## src/rtl/reg_file_sb_pkg.sv

```systemverilog
`default_nettype none
// ============================================================================
// Module      : reg_file_sb_pkg
// Description : Default sizing constants and select-width helper shared by
//               the scoreboarded register file and its read ports.
// Revision    : 1.0 - initial release
// ============================================================================
package reg_file_sb_pkg;

    localparam int RF_WIDTH = 4;
    localparam int RF_DEPTH = 4;
    localparam int RF_NREAD = 2;

    // Select width for a register file of the given depth; never below one
    // bit so a two-entry file still has a usable select.
    function automatic int rf_aw(input int depth);
        return (depth <= 2) ? 1 : $clog2(depth);
    endfunction

endpackage
`default_nettype wire

```

## src/rtl/reg_file_sb_rd_port.sv

```systemverilog
`default_nettype none
// ============================================================================
// Module      : reg_file_sb_rd_port
// Description : One combinational read port of the scoreboarded register
//               file: register mux, zeroing of out-of-range selects and,
//               when REG_FILE_SB_BYPASS_EN is defined, same-cycle forwarding
//               of the writeback data and post-edge busy value.
// Revision    : 1.0 - initial release
// ============================================================================
module reg_file_sb_rd_port
    import reg_file_sb_pkg::*;
#(
    parameter int WIDTH = RF_WIDTH,
    parameter int DEPTH = RF_DEPTH,
    parameter int AW    = rf_aw(RF_DEPTH)
) (
    input  logic [DEPTH*WIDTH-1:0] i_q_flat,
    input  logic [DEPTH-1:0]       i_b_vec,
    input  logic [AW-1:0]          i_sel,
`ifdef REG_FILE_SB_BYPASS_EN
    input  logic                   i_rst,
    input  logic                   i_we,
    input  logic [AW-1:0]          i_sel_w,
    input  logic [WIDTH-1:0]       i_data_in,
    input  logic                   i_rsv_en,
    input  logic [AW-1:0]          i_sel_rsv,
`endif
    output logic [WIDTH-1:0]       o_data,
    output logic                   o_busy
);

    logic [WIDTH-1:0] w_data;
    logic             w_busy;

    // Register mux; a select matching no register leaves data and busy at 0.
    always_comb begin
        w_data = '0;
        w_busy = 1'b0;
        for (int i = 0; i < DEPTH; i++) begin
            if (i_sel == AW'(i)) begin
                w_data = i_q_flat[i*WIDTH +: WIDTH];
                w_busy = i_b_vec[i];
            end
        end
    end

`ifdef REG_FILE_SB_BYPASS_EN
    logic w_sel_ok;
    logic w_hit;

    // Flag whether this port selects an existing register.
    always_comb begin
        w_sel_ok = 1'b0;
        for (int i = 0; i < DEPTH; i++) begin
            if (i_sel == AW'(i)) begin
                w_sel_ok = 1'b1;
            end
        end
    end

    // Forward writeback data and the busy value the register will hold after
    // the edge: a write clears busy unless the same register is reserved.
    always_comb begin
        w_hit  = !i_rst && i_we && w_sel_ok && (i_sel_w == i_sel);
        o_data = w_hit ? i_data_in : w_data;
        o_busy = w_hit ? (i_rsv_en && (i_sel_rsv == i_sel)) : w_busy;
    end
`else
    assign o_data = w_data;
    assign o_busy = w_busy;
`endif

endmodule
`default_nettype wire

```

## src/rtl/reg_file_sb.sv

```systemverilog
`default_nettype none
// ============================================================================
// Module      : reg_file_sb
// Description : Parametrised scoreboarded register file. Each register holds
//               a data word and a busy bit; the issue stage reserves a
//               destination (busy=1), writeback stores data and clears busy.
//               Reserve wins over a same-cycle write to the same register.
//               Optional macro REG_FILE_SB_BYPASS_EN forwards writeback data
//               to matching read ports in the same cycle.
// Revision    : 1.0 - initial release
// ============================================================================
module reg_file_sb
    import reg_file_sb_pkg::*;
#(
    parameter  int WIDTH = RF_WIDTH,
    parameter  int DEPTH = RF_DEPTH,
    parameter  int NREAD = RF_NREAD,
    localparam int AW    = rf_aw(DEPTH)
) (
    input  logic                   clk,
    input  logic                   rst,
    input  logic                   WE,
    input  logic [AW-1:0]          SEL_W,
    input  logic [WIDTH-1:0]       DATA_IN,
    input  logic                   RSV_EN,
    input  logic [AW-1:0]          SEL_RSV,
    input  logic [NREAD*AW-1:0]    SEL_R,
    output logic [NREAD*WIDTH-1:0] OUT_R,
    output logic [NREAD-1:0]       BUSY_R,
    output logic [DEPTH-1:0]       BUSY_VEC
);

    logic [WIDTH-1:0]       r_q [DEPTH];
    logic [DEPTH-1:0]       r_b;
    logic [DEPTH*WIDTH-1:0] w_q_flat;

    // Data storage: per-register write decode; out-of-range selects hit nothing.
    always_ff @(posedge clk) begin
        if (rst) begin
            for (int i = 0; i < DEPTH; i++) begin
                r_q[i] <= '0;
            end
        end else begin
            for (int i = 0; i < DEPTH; i++) begin
                if (WE && (SEL_W == AW'(i))) begin
                    r_q[i] <= DATA_IN;
                end
            end
        end
    end

    // Scoreboard: reserve sets busy and takes priority over a writeback clear.
    always_ff @(posedge clk) begin
        if (rst) begin
            r_b <= '0;
        end else begin
            for (int i = 0; i < DEPTH; i++) begin
                if (RSV_EN && (SEL_RSV == AW'(i))) begin
                    r_b[i] <= 1'b1;
                end else if (WE && (SEL_W == AW'(i))) begin
                    r_b[i] <= 1'b0;
                end
            end
        end
    end

    assign BUSY_VEC = r_b;

    generate
        for (genvar i = 0; i < DEPTH; i++) begin : g_flat
            assign w_q_flat[i*WIDTH +: WIDTH] = r_q[i];
        end

        for (genvar k = 0; k < NREAD; k++) begin : g_rd
            reg_file_sb_rd_port #(
                .WIDTH (WIDTH),
                .DEPTH (DEPTH),
                .AW    (AW)
            ) u_rd_port (
                .i_q_flat  (w_q_flat),
                .i_b_vec   (r_b),
                .i_sel     (SEL_R[k*AW +: AW]),
`ifdef REG_FILE_SB_BYPASS_EN
                .i_rst     (rst),
                .i_we      (WE),
                .i_sel_w   (SEL_W),
                .i_data_in (DATA_IN),
                .i_rsv_en  (RSV_EN),
                .i_sel_rsv (SEL_RSV),
`endif
                .o_data    (OUT_R[k*WIDTH +: WIDTH]),
                .o_busy    (BUSY_R[k])
            );
        end
    endgenerate

endmodule
`default_nettype wire

```

## config.mk

```make
export PLATFORM = sky130hd
export DESIGN_NAME = reg_file_sb
export DESIGN_NICKNAME = d
export VERILOG_FILES = /design/src/rtl/reg_file_sb_pkg.sv /design/src/rtl/reg_file_sb_rd_port.sv /design/src/rtl/reg_file_sb.sv
export SDC_FILE = /design/constraint.sdc
export NUM_CORES = 1
export LEC_CHECK = 0
export BUFFER_PORTS_ARGS = -buffer_cell sky130_fd_sc_hd__buf_4
export CORE_MARGIN = 5
export CORE_UTILIZATION = 35
export CTS_BUF_LIST = sky130_fd_sc_hd__clkbuf_8
export CTS_CLUSTER_DIAMETER = 30
export CTS_CLUSTER_SIZE = 16
export DETAILED_ROUTE_END_ITERATION = 8
export GPL_TIMING_DRIVEN = 1
export REMOVE_ABC_BUFFERS = 1
export SETUP_SLACK_MARGIN = 0.3
export SLEW_MARGIN = 15
export SYNTH_ARGS = -nofsm -noshare
export SYNTH_HDL_FRONTEND = slang
export SYNTH_SLANG_ARGS = --single-unit
```

## constraint.sdc

```tcl
create_clock -name clk -period 1.4 [get_ports clk]
set_input_delay 0.28 -clock clk [delete_from_list [all_inputs] [get_ports clk]]
set_output_delay 0.28 -clock clk [all_outputs]
set_load 0.005 [all_outputs]
```

Word-level counts from Yosys, hierarchy flattened
Memories as Yosys holds them, arrays and structs flattened.
Cells that the tools add are included.
{"block": "word_totals", "regBits": 4, "latch_bits": 0, "ramBits": 16, "mem_bits_ro": 0, "input_bits": 16, "elab_cells": 79, "mem_count": 1}
{"memory": "r_q", "words": 4, "width": 4, "rd": 4, "rd_clocked_by_memory_dff": 0, "wr": 4, "line": "reg_file_sb.sv:33", "rtl": "logic [WIDTH-1:0] r_q [DEPTH];"}
{"block": "op_classes", "add_sub_neg": 0, "multipliers": 0, "div_mod_pow": 0, "n_lt_le_gt_ge": 0, "eq_ne": 12, "shift": 0, "muxes": 42, "n_bitwise": 4, "n_reduce_logical": 16}
{"cell": "$mux 4", "count": 12}
{"cell": "$mux 1", "count": 30}
{"cell": "$eq 2x2->1 const B", "count": 8}
{"cell": "$eq 2x1->1 const B", "count": 4}
{"cell": "$logic_and 1x1->1", "count": 8}
{"cell": "$logic_not 2->1", "count": 4}
{"cell": "$reduce_bool 2->1", "count": 4}
{"cell": "$or 1x1->1", "count": 4}

Depth between registers and ports, before layout
Gate-level depths: netlist of run 1.
{"block": "logic_depth", "word_depth": 6, "ltp_mapped": 3, "mapped_depth_nobuf": 2}

By module
Synthesis of run 1 repeated with hierarchy kept, for this count alone.
{"block": "unflattened", "cells_unflattened": 71, "hier_area_um2": 1092.3}
{"module": "reg_file_sb", "n_inst": 1, "cells_each": 59, "area_per_inst_um2": 844.6}
{"module": "reg_file_sb_rd_port", "n_inst": 2, "cells_each": 6, "area_per_inst_um2": 123.9}

Worst setup path after synthesis of run 1
OpenSTA, ideal clock, no wires.
{"block": "synth_path", "path_type": "input to output", "start": "input SEL_R[0]", "end": "output BUSY_R[0]", "arrival_ns": 1.090, "slack_ns": 0.030, "path_stages": 3, "n_path_buf": 2, "path_cell_list": "buf_2 -> mux4_2 -> buf_4"}
{"block": "synth_between", "elab_chain_cells": 5, "word_cells_on_any_way": 8}
{"element": "from (decl)", "line": "reg_file_sb.sv:27", "rtl": "input logic [NREAD*AW-1:0] SEL_R,"}
{"element": "$logic_not 2->1", "line": "reg_file_sb_rd_port.sv:40", "rtl": "if (i_sel == AW'(i)) begin"}
{"element": "$mux 1 (3 in a row)", "line": "reg_file_sb_rd_port.sv:40"}
{"element": "$mux 1 *", "line": "reg_file_sb_rd_port.sv:40"}
{"element": "to (decl)", "line": "reg_file_sb.sv:29", "rtl": "output logic [NREAD-1:0] BUSY_R,"}
Mark *: on every way between the ends. The rest lies on a longest branch, timed or not.

==> summary.md, run 1 <==
| Metric | Value |
|---|---|
| Status | `finished, violations left` |
| Failing checks | `negative setup slack` |
| Final Hold Vio Count | `0` |
| Worst Tran Pin Value | `0.420 ns` |
| WL final | `2170 um` |
| Num rows | `20` |
| Slowest CP cell | `mux4_2` |
| Hold depth | `2` |
| Max_cap viols | `0` |
| Num ports | `30` |
| Tot Pwr | `1.41 mW` |
| Crit path launch | `r_q[2][1]$_SDFFCE_PN0P_` |
| Vias | `707` |
| Fin crit share | `1.10` |
| Yosys top cell area share | `0.436` |
| Vias in the first global route | `744` |
| Clock Pin Slew Worst Setup and Hold Paths | `0.07 ns` |
| Die area | `4370 sq um` |
| Ant diodes | `0` |
| Area grow syn2layout | `35.8%` |
| Vias per cell | `4.74` |
| CP required | `1.12 ns` |
| First-pass GRT wire length | `3710 um` |
| Die height | `66.1 um` |
| # hold bufs at CTS | `0` |
| Post-layout util | `0.494` |
| Worst-Skew Late Latency | `0.25 ns` |
| Final net count | `122` |
| Critical-path cell list | `mux4_2 > buf_6` |
| Final instance area | `1500 sq um` |
| Core Area | `3030 sq um` |
| DR DRC count | `0` |
| Most frequent cells in the layout | `buf_6, and2_1, edfxtp_1` |
| CTS root buffer | `clkbuf_8` |
| Leak pwr | `0.577 nW` |
| Final min period | `1.54 ns` |
| Final Hold Slack | `0.215 ns` |
| Clock sink count | `20` |
| Layout cells sized above 1 | `0.562` |
| R2R cell count | `3` |
| PortBufs | `29` |
| Routed Antenna Nets | `0` |
| Total CTS buffers | `3` |
| Initial antenna violation count | `0` |
| CP max FO | `2` |
| DRT iter0 DRCs | `19` |
| WL/cell | `14.6 um` |
| Number of warnings issued by yosys | `0` |
| Skew final | `0 ns` |
| Crit-path max cell delay | `0.48 ns` |
| Post-DP HPWL | `1700 um` |
| Commonest non-fill, non-tap cell in the layout | `buf_6` |
| Total gr overflow | `0` |
| VDD IR-drop max | `0.000262 V` |
| Hold Path Class | `input port to register` |
| Longest Clk Path Bufs | `2` |
| Post-Syn Area per Cell | `15.1 sq um` |
| Worst setup EP type | `output pin` |
| Unrepaired setup endpoints after global routing | `yes` |
| Largest net degree at the start of global routing | `14` |
| Max Clock Freq | `0.647 GHz` |
| Critical path type | `register to output pin` |
| Slew margin rel. | `0.719` |
| Register area share after synthesis | `0.509` |
| Pins over their slew limit | `0` |
| Worst setup margin | `-0.145 ns` |
| # H-tree levels | `1` |
| Post-Synthesis Cells | `73` |
| Die width | `66.1 um` |
| Synthesized cell area | `1100 sq um` |
| Router iterations before antenna repair | `4` |
| Synthesized flop and latch total | `20` |
| Crit start category | `register` |
| Power density cells | `942 nW/um^2` |
| DP Area | `1340 sq um` |
| Worst reg2reg startpoint | `BUSY_VEC[2]$_SDFFE_PP0P_` |
| Distinct cells, synth | `22` |
| Min-delay src | `SEL_RSV[0]` |
| Dominant cell type by area after synthesis | `edfxtp_1` |
| Top cells by area, synth | `edfxtp_1, mux4_2, and2_1` |
| Setup TNS | `-1.19 ns` |
| Routability congestion estimate | `0.757` |
| GRT Overall Usage | `0.114` |
| Final-report setup violation count | `10` |
| CTS tree | `done` |
| Starting Density | `0.364` |
| Worst Path Arrival | `1.26 ns` |
[synth_stat cells, drive strengths merged]
cell / n
nor2b: 1
and3b: 1
o22ai: 1
a31o: 1
nand2b: 1
and4b: 1
dfxtp: 4
edfxtp: 16
o32ai: 2
nor4b: 1
nor3b: 1
or3b: 1
nand3b: 2
mux4: 10
and4bb: 2
buf: 5
and2: 16
inv: 4
o2bb2ai: 1
or2: 2
[critical path: cells and delay by family, from the launching register on]
| kind | cells | cell delay [ns] |
|---|---|---|
| buffers and inverters | 1 | 0.13 |
| multiplexers | 1 | 0.48 |
| flip-flops | 1 | 0.40 |
[stage by stage]
stage	cells	setup slack (ns)
global placement	141	0.0262
detailed placement	141	0.0258
CTS	149	-0.154
floorplan	68	0.296
finish	149	-0.145
global route	149	-0.206
[where the power goes]
group / switching, mW / leakage (nW) / internal, mW / total (mW)
Sequential: 0.0210 / 0.192 / 0.685 / 0.706
Clock: 0.176 / 0.0288 / 0.250 / 0.426
Combinational: 0.0971 / 0.356 / 0.180 / 0.277
[area by class of cell]
class	instances	area, sq um
Timing Repair Buffer	33	315
Clock buffer	4	55.1
Multi-Input combinational cell	44	490
Inverter	4	15.0
Sequential cell	20	566
Tap cell	44	55.1
Fill cell	260	1530
[cell families (layout without fill, tap and decap cells)]
family,count (synthesis),in the layout,synth area share
buf+inv,9,41,0.0465
simple gates,29,29,0.198
flops,20,20,0.509
mux,10,10,0.204
compound gates,5,5,0.0431
[timing repair]
action	CTS	global route
resized for setup	12	10
pin swaps	0	0
setup endpoints to repair	10	14
setup buffers	4	0
[layer usage]
metal | up-vias | GRT usage | share of wire
met1 | 341 | 0.146 | 0.43
met2 | 18 | 0.188 | 0.51
met5 | - | 0 | 0
met3 | 2 | 0.0153 | 0.050
li1 | 346 | - | -
met4 | 0 | 0.0533 | 0.012
[flip-flops by register name, indices dropped and copies added, names as in the netlist]
name and cells:
r_q 16, BUSY_VEC 4
[final timing paths]
kind / to / slack [ns]
max: OUT_R[5] / -0.14
min: BUSY_VEC[0]$_SDFFE_PP0P_ / 0.21
max reg2reg: BUSY_VEC[2]$_SDFFE_PP0P_ / 0.56
min reg2reg: BUSY_VEC[0]$_SDFFE_PP0P_ / 0.59
Power figures use the tool's default switching activity.
==> run 2, diff against run 1 <==
PLACE_DENSITY_LB_ADDON = 0.2   (was unset)
TNS_END_PERCENT = 30   (was unset)
==> run 2 against run 1 <==
Sequential power rose by 0.6%. Fmax down 0.67%. Via count fell by 3.7%. The flow still finishes with violations (negative setup slack). Die area unchanged. First-iteration DRC count decreased by 11%. Critical endpoint is now OUT_R[2]. Register-to-register slack improved by 0.10 ns. Clock skew did not move. Clock power is essentially flat. Routed wire length fell by 4.0%. Worst setup slack got worse by 0.010 ns. Combinational power decreased by 7.6%. Flip-flop and latch count did not move. Largest cell class unchanged.
==> summary.md, run 2 (same netlist as run 1, synthesis figures left out) <==
| Metric | Value |
|---|---|
| Starting Density | `0.364 (unchanged)` |
| Longest Clk Path Bufs | `2 (unchanged)` |
| Area grow syn2layout | `30.3%` |
| Final-report setup violation count | `10 (unchanged)` |
| Num rows | `20 (unchanged)` |
| Initial antenna violation count | `0 (unchanged)` |
| Vias per cell | `4.70 (-1.0%)` |
| Power density cells | `967 nW/um^2 (+2.7%)` |
| Die area | `4370 sq um (unchanged)` |
| Max reg flops | `16 (unchanged)` |
| GRT Overall Usage | `0.101 (-0.0126)` |
| Clock sink count | `20 (unchanged)` |
| Worst-Skew Late Latency | `0.25 ns (about the same)` |
| Skew final | `0 ns (unchanged)` |
| Crit start category | `register` |
| # hold bufs at CTS | `0 (unchanged)` |
| Switching Share | `0.208 (-0.00102)` |
| Total gr overflow | `0 (unchanged)` |
| Max Clock Freq | `0.643 GHz (-0.67%)` |
| Int Pwr | `1.10 mW (-1.3%)` |
| Worst setup EP type | `output pin` |
| Ant diodes | `0 (unchanged)` |
| Fin crit share | `1.11 (+0.00739)` |
| Post-DP HPWL | `1750 um (+2.9%)` |
| Routed Antenna Nets | `0 (unchanged)` |
| CP max FO | `2 (unchanged)` |
| Worst Tran Pin Value | `0.397 ns (-0.0232 ns)` |
| Total CTS buffers | `3 (unchanged)` |
| Pins over their slew limit | `0 (unchanged)` |
| CTS root buffer | `clkbuf_8` |
| Die width | `66.1 um (unchanged)` |
| Unrepaired setup endpoints after global routing | `yes` |
| Leak pwr | `0.549 nW (-4.8%)` |
| Vias in the first global route | `686 (-7.8%)` |
| Final Hold Vio Count | `0 (unchanged)` |
| Largest net degree at the start of global routing | `14 (unchanged)` |
| Logic pwr share | `0.184 (-0.013)` |
| Register share of total power | `0.511 (+0.010)` |
| Tot Pwr | `1.39 mW (-1.4%)` |
| VDD IR-drop max | `0.000347 V (+33%)` |
| DR DRC count | `0 (unchanged)` |
| CTS tree | `done` |
| Max_cap viols | `0 (unchanged)` |
| Die height | `66.1 um (unchanged)` |
| Final net count | `118 (-3.3%)` |
| Layout cells sized above 1 | `0.545 (-0.0174)` |
| WL final | `2090 um (-4.0%)` |
| Num ports | `30 (unchanged)` |
| Worst setup margin | `-0.155 ns (-0.0103 ns)` |
| Routability congestion estimate | `0.703 (-7.1%)` |
| First-pass GRT wire length | `3350 um (-9.5%)` |
| Final min period | `1.56 ns (+0.0103 ns)` |
| Filler instances | `277 (+6.5%)` |
| Commonest non-fill, non-tap cell in the layout | `buf_4` |
| Biggest register | `r_q` |
| Failing checks | `negative setup slack` |
| Status | `finished, violations left` |
| Slew margin rel. | `0.735 (+0.0155)` |
| Core Area | `3030 sq um (unchanged)` |
| Router iterations before antenna repair | `4 (unchanged)` |
| Post-layout util | `0.474 (-0.0198)` |
| DRT iter0 DRCs | `17 (-2)` |
| Worst Path Arrival | `1.28 ns (+0.02 ns)` |
| Sw Pwr | `0.289 mW (-1.9%)` |
| CP required | `1.12 ns (about the same)` |
| Clock Pin Slew Worst Setup and Hold Paths | `0.07 ns (about the same)` |
| # H-tree levels | `1 (unchanged)` |
| Clock network fraction of design power | `0.305 (+0.003)` |
| Critical path type | `register to output pin` |
| Vias | `681 (-3.7%)` |
| Hold Path Class | `input port to register` |
| Most frequent cells in the layout | `buf_4, and2_1, edfxtp_1` |
| Final Hold Slack | `0.214 ns (-0.000731 ns)` |
| PortBufs | `29 (unchanged)` |
| WL/cell | `14.4 um (-1.4%)` |
## run 2: layer usage
layer	part of all wire	track usage	wire length (um)	up-vias
li1	-	-	-	337
met1	0.45	0.143	948	318
met2	0.48	0.154	994	26
met3	0.069	0.0136	143	0
met4	0	0.0457	0	0
met5	0	0	0	-
## run 2: worst max-delay path, cell delays in order (launching register included)
cell	delay, ns
edfxtp_1	0.41
mux4_2	0.49
buf_6	0.13
## run 2: stage by stage
step	instance area (sq um)	TNS [ns]	setup slack (ns)	std cells
final	1440	-1.30	-0.155	145
after CTS	1430	-1.34	-0.166	145
after floorplan	1070	0	0.296	68
after global placement	1340	0	0.0466	141
after global routing	1440	-1.70	-0.202	145
after detailed placement	1340	0	0.0259	141
## run 2: power by group through the flow
stage	Clock [mW]	Sequential, mW	Combinational (mW)
3_5_place_dp	0	0.722	0.235
4_1_cts	0.425	0.710	0.258
6_report	0.424	0.710	0.256
5_1_grt	0.456	0.716	0.277
3_3_place_gp	0	0.719	0.231
2_1_floorplan	0	0.711	0.104
## run 2: what timing repair did
action                     4_1_cts  5_1_grt
setup buffers                    0        0
setup endpoints to repair       10       10
gates resized for setup         13        1
cloned                           0        0
pin swaps                        0        0
## run 2: final timing paths
path                       startpoint                       end  slack (ns)  depth (start not counted)
max           r_q[2][2]$_SDFFCE_PN0P_                  OUT_R[2]       -0.16                          2
min                        SEL_RSV[0]  BUSY_VEC[0]$_SDFFE_PP0P_        0.21                          2
max reg2reg  BUSY_VEC[0]$_SDFFE_PP0P_  BUSY_VEC[0]$_SDFFE_PP0P_        0.66                          2
min reg2reg  BUSY_VEC[2]$_SDFFE_PP0P_  BUSY_VEC[2]$_SDFFE_PP0P_        0.50                          2
## run 2: cell type report
type	count	area (sq um)	share of cell area
inverter	4	15.0	0.0105
multi-input combinational	44	490	0.341
sequential	20	566	0.394
tap	44	55.1	0.0383
timing repair buffer	29	255	0.178
clock buffer	4	55.1	0.0383
==> run 3, diff against run 2 <==
CELL_PAD_IN_SITES_DETAIL_PLACEMENT = 1   (was unset)
CELL_PAD_IN_SITES_GLOBAL_PLACEMENT = 1   (was unset)
==> run 3 against run 2 <==
Power is 12% higher. Critical path type unchanged. Utilization is 0.54 points higher. Final area is 1.1% higher. The run still ends with negative setup slack left. Via count is 9.5% higher. Clock-buffer cell count is 1 lower. First-iteration DRC count is 53% higher. Combinational power is 3% higher. Routed wire length is 24% higher. Sequential power hardly changed.
==> summary.md, run 3 (same netlist as run 1, synthesis figures left out) <==
| Metric | Value |
|---|---|
| # H-tree levels | `1 (unchanged)` |
| Inst Count DP | `141 (unchanged)` |
| Leak pwr | `0.556 nW (+1.3%)` |
| Die height | `66.1 um (unchanged)` |
| Critical path type | `register to output pin` |
| Global-route track usage on met3 | `0.0255 (+0.0119)` |
| Vias per cell | `5.14 (+9.5%)` |
| CTS tree | `done` |
| Starting Density | `0.364 (unchanged)` |
| Met1 Use GR | `0.178 (+0.0355)` |
| WL final | `2590 um (+24%)` |
| Max_cap viols | `0 (unchanged)` |
| CP top delay family | `multiplexers` |
| Final instance area | `1450 sq um (+1.1%)` |
| # hold bufs at CTS | `0 (unchanged)` |
| CTS root buffer | `clkbuf_8` |
| Worst setup EP type | `output pin` |
| Power density cells | `1080 nW/um^2 (+11%)` |
| Slowest CP cell | `mux4_2` |
| Switching Share | `0.211 (+0.00296)` |
| Final-report setup violation count | `10 (unchanged)` |
| GR Util met2 | `0.213 (+0.0595)` |
| Logic pwr share | `0.169 (-0.015)` |
| Routed Antenna Nets | `0 (unchanged)` |
| Worst-Skew Late Latency | `0.26 ns (about the same)` |
| DP Area | `1340 sq um (unchanged)` |
| Post-DP HPWL | `1970 um (+13%)` |
| Core Area | `3030 sq um (unchanged)` |
| CP max FO | `2 (unchanged)` |
| Final net count | `118 (unchanged)` |
| Total CTS buffers | `3 (unchanged)` |
| Vias in the first global route | `796 (+16%)` |
| Final Hold Slack | `0.206 ns (-0.00812 ns)` |
| Router iterations before antenna repair | `5 (+1)` |
| Final min period | `1.61 ns (+0.0551 ns)` |
| Crit start category | `register` |
| Crit-path max cell delay | `0.51 ns (+0.02 ns)` |
| VDD IR-drop max | `0.000341 V (-1.6%)` |
| Critical-path cell list | `mux4_2 > buf_6` |
| Vias | `746 (+9.5%)` |
| Clock Pin Slew Worst Setup and Hold Paths | `0.08 ns (about the same)` |
| GRT busiest layer | `met2` |
| Die area | `4370 sq um (unchanged)` |
| Pins over their slew limit | `0 (unchanged)` |
| GRT Overall Usage | `0.133 (+0.0315)` |
| Fin crit share | `1.15 (+0.0393)` |
| Most frequent cells in the layout | `buf_4, and2_1, edfxtp_1` |
| First-pass GRT wire length | `4200 um (+25%)` |
| Unrepaired setup endpoints after global routing | `yes` |
| Sw Pwr | `0.329 mW (+14%)` |
| PortBufs | `29 (unchanged)` |
| Num ports | `30 (unchanged)` |
| Commonest non-fill, non-tap cell in the layout | `buf_4` |
| Post-cts sizing count | `13 (unchanged)` |
| Layout Cells excl Fill | `145 (unchanged)` |
| WL/cell | `17.9 um (+24%)` |
| R2r setup slk | `0.63 ns (-0.03 ns)` |
| DRT iter0 DRCs | `26 (+9)` |
| CP required | `1.12 ns (about the same)` |
| Hold Path Class | `input port to register` |
| Initial antenna violation count | `0 (unchanged)` |
| Layout cells sized above 1 | `0.545 (unchanged)` |
| Int Pwr | `1.23 mW (+12%)` |
| DR DRC count | `0 (unchanged)` |
| Post-layout util | `0.480 (+0.00537)` |
| Tot Pwr | `1.56 mW (+12%)` |
| Buffer and inverter count on the worst path | `1 (unchanged)` |
| Die width | `66.1 um (unchanged)` |
| Clock network fraction of design power | `0.376 (+0.071)` |
| Clock sink count | `20 (unchanged)` |
| Total gr overflow | `0 (unchanged)` |
| Skew final | `0 ns (unchanged)` |
| Max reg flops | `16 (unchanged)` |
| Routability congestion estimate | `0.729 (+3.6%)` |
| Failing checks | `negative setup slack` |
| Max Clock Freq | `0.621 GHz (-3.4%)` |
| Area grow syn2layout | `31.8%` |
| Worst Path Arrival | `1.33 ns (+0.05 ns)` |
| Worst setup margin | `-0.210 ns (-0.0551 ns)` |
| Post-CTS Setup Bufs | `0 (unchanged)` |
| Biggest register | `r_q` |
| Longest Clk Path Bufs | `2 (unchanged)` |
| Num rows | `20 (unchanged)` |
| Final Hold Vio Count | `0 (unchanged)` |
| Worst Tran Pin Value | `0.391 ns (-0.00593 ns)` |
| Largest net degree at the start of global routing | `14 (unchanged)` |
| Ant diodes | `0 (unchanged)` |
| Register share of total power | `0.455 (-0.056)` |
| Status | `finished, violations left` |
| Slew margin rel. | `0.739 (+0.00396)` |
| Filler instances | `316 (+14%)` |
-- run 3: cell count changes in the layout (fill, tap and decap cells not counted) --
cell and change:
bufinv_16 +1, clkbuf_8 -1
-- run 3: final timing paths --
check        cells after the start                      from                  endpoint
max                              2   r_q[3][3]$_SDFFCE_PN0P_                  OUT_R[3]
min                              2                SEL_RSV[0]  BUSY_VEC[0]$_SDFFE_PP0P_
max reg2reg                      2  BUSY_VEC[2]$_SDFFE_PP0P_  BUSY_VEC[2]$_SDFFE_PP0P_
min reg2reg                      2  BUSY_VEC[0]$_SDFFE_PP0P_  BUSY_VEC[0]$_SDFFE_PP0P_
-- run 3: final cells by class --
cell class,instances,area (sq um),area share
Clock buffer,3,41.3,0.0284
Clock inverter,1,30.0,0.0207
Tap cell,44,55.1,0.0379
Inverter,4,15.0,0.0103
Multi-Input combinational cell,44,490,0.338
Timing Repair Buffer,29,255,0.176
Sequential cell,20,566,0.389
-- run 3: per-layer routing --
layer	routed length, um	share of wire	up-vias
met2	1330	0.51	25
met3	125	0.048	4
met1	1100	0.43	379
met5	0	0	-
li1	-	-	338
met4	32	0.012	0
-- run 3: power by group through the flow --
stage	combinational [mW]	clock, mW	sequential [mW]
2_1_floorplan	0.104	0	0.711
3_3_place_gp	0.236	0	0.717
3_5_place_dp	0.241	0	0.722
4_1_cts	0.265	0.590	0.710
5_1_grt	0.285	0.632	0.716
6_report	0.264	0.587	0.711
-- run 3: per-stage QoR --
step / setup TNS, ns / worst slack [ns]
floorplan: 0 / 0.296
global placement: 0 / 0.0347
detailed placement: 0 / 0.0212
CTS: -1.50 / -0.198
global route: -2.01 / -0.244
finish: -1.54 / -0.210
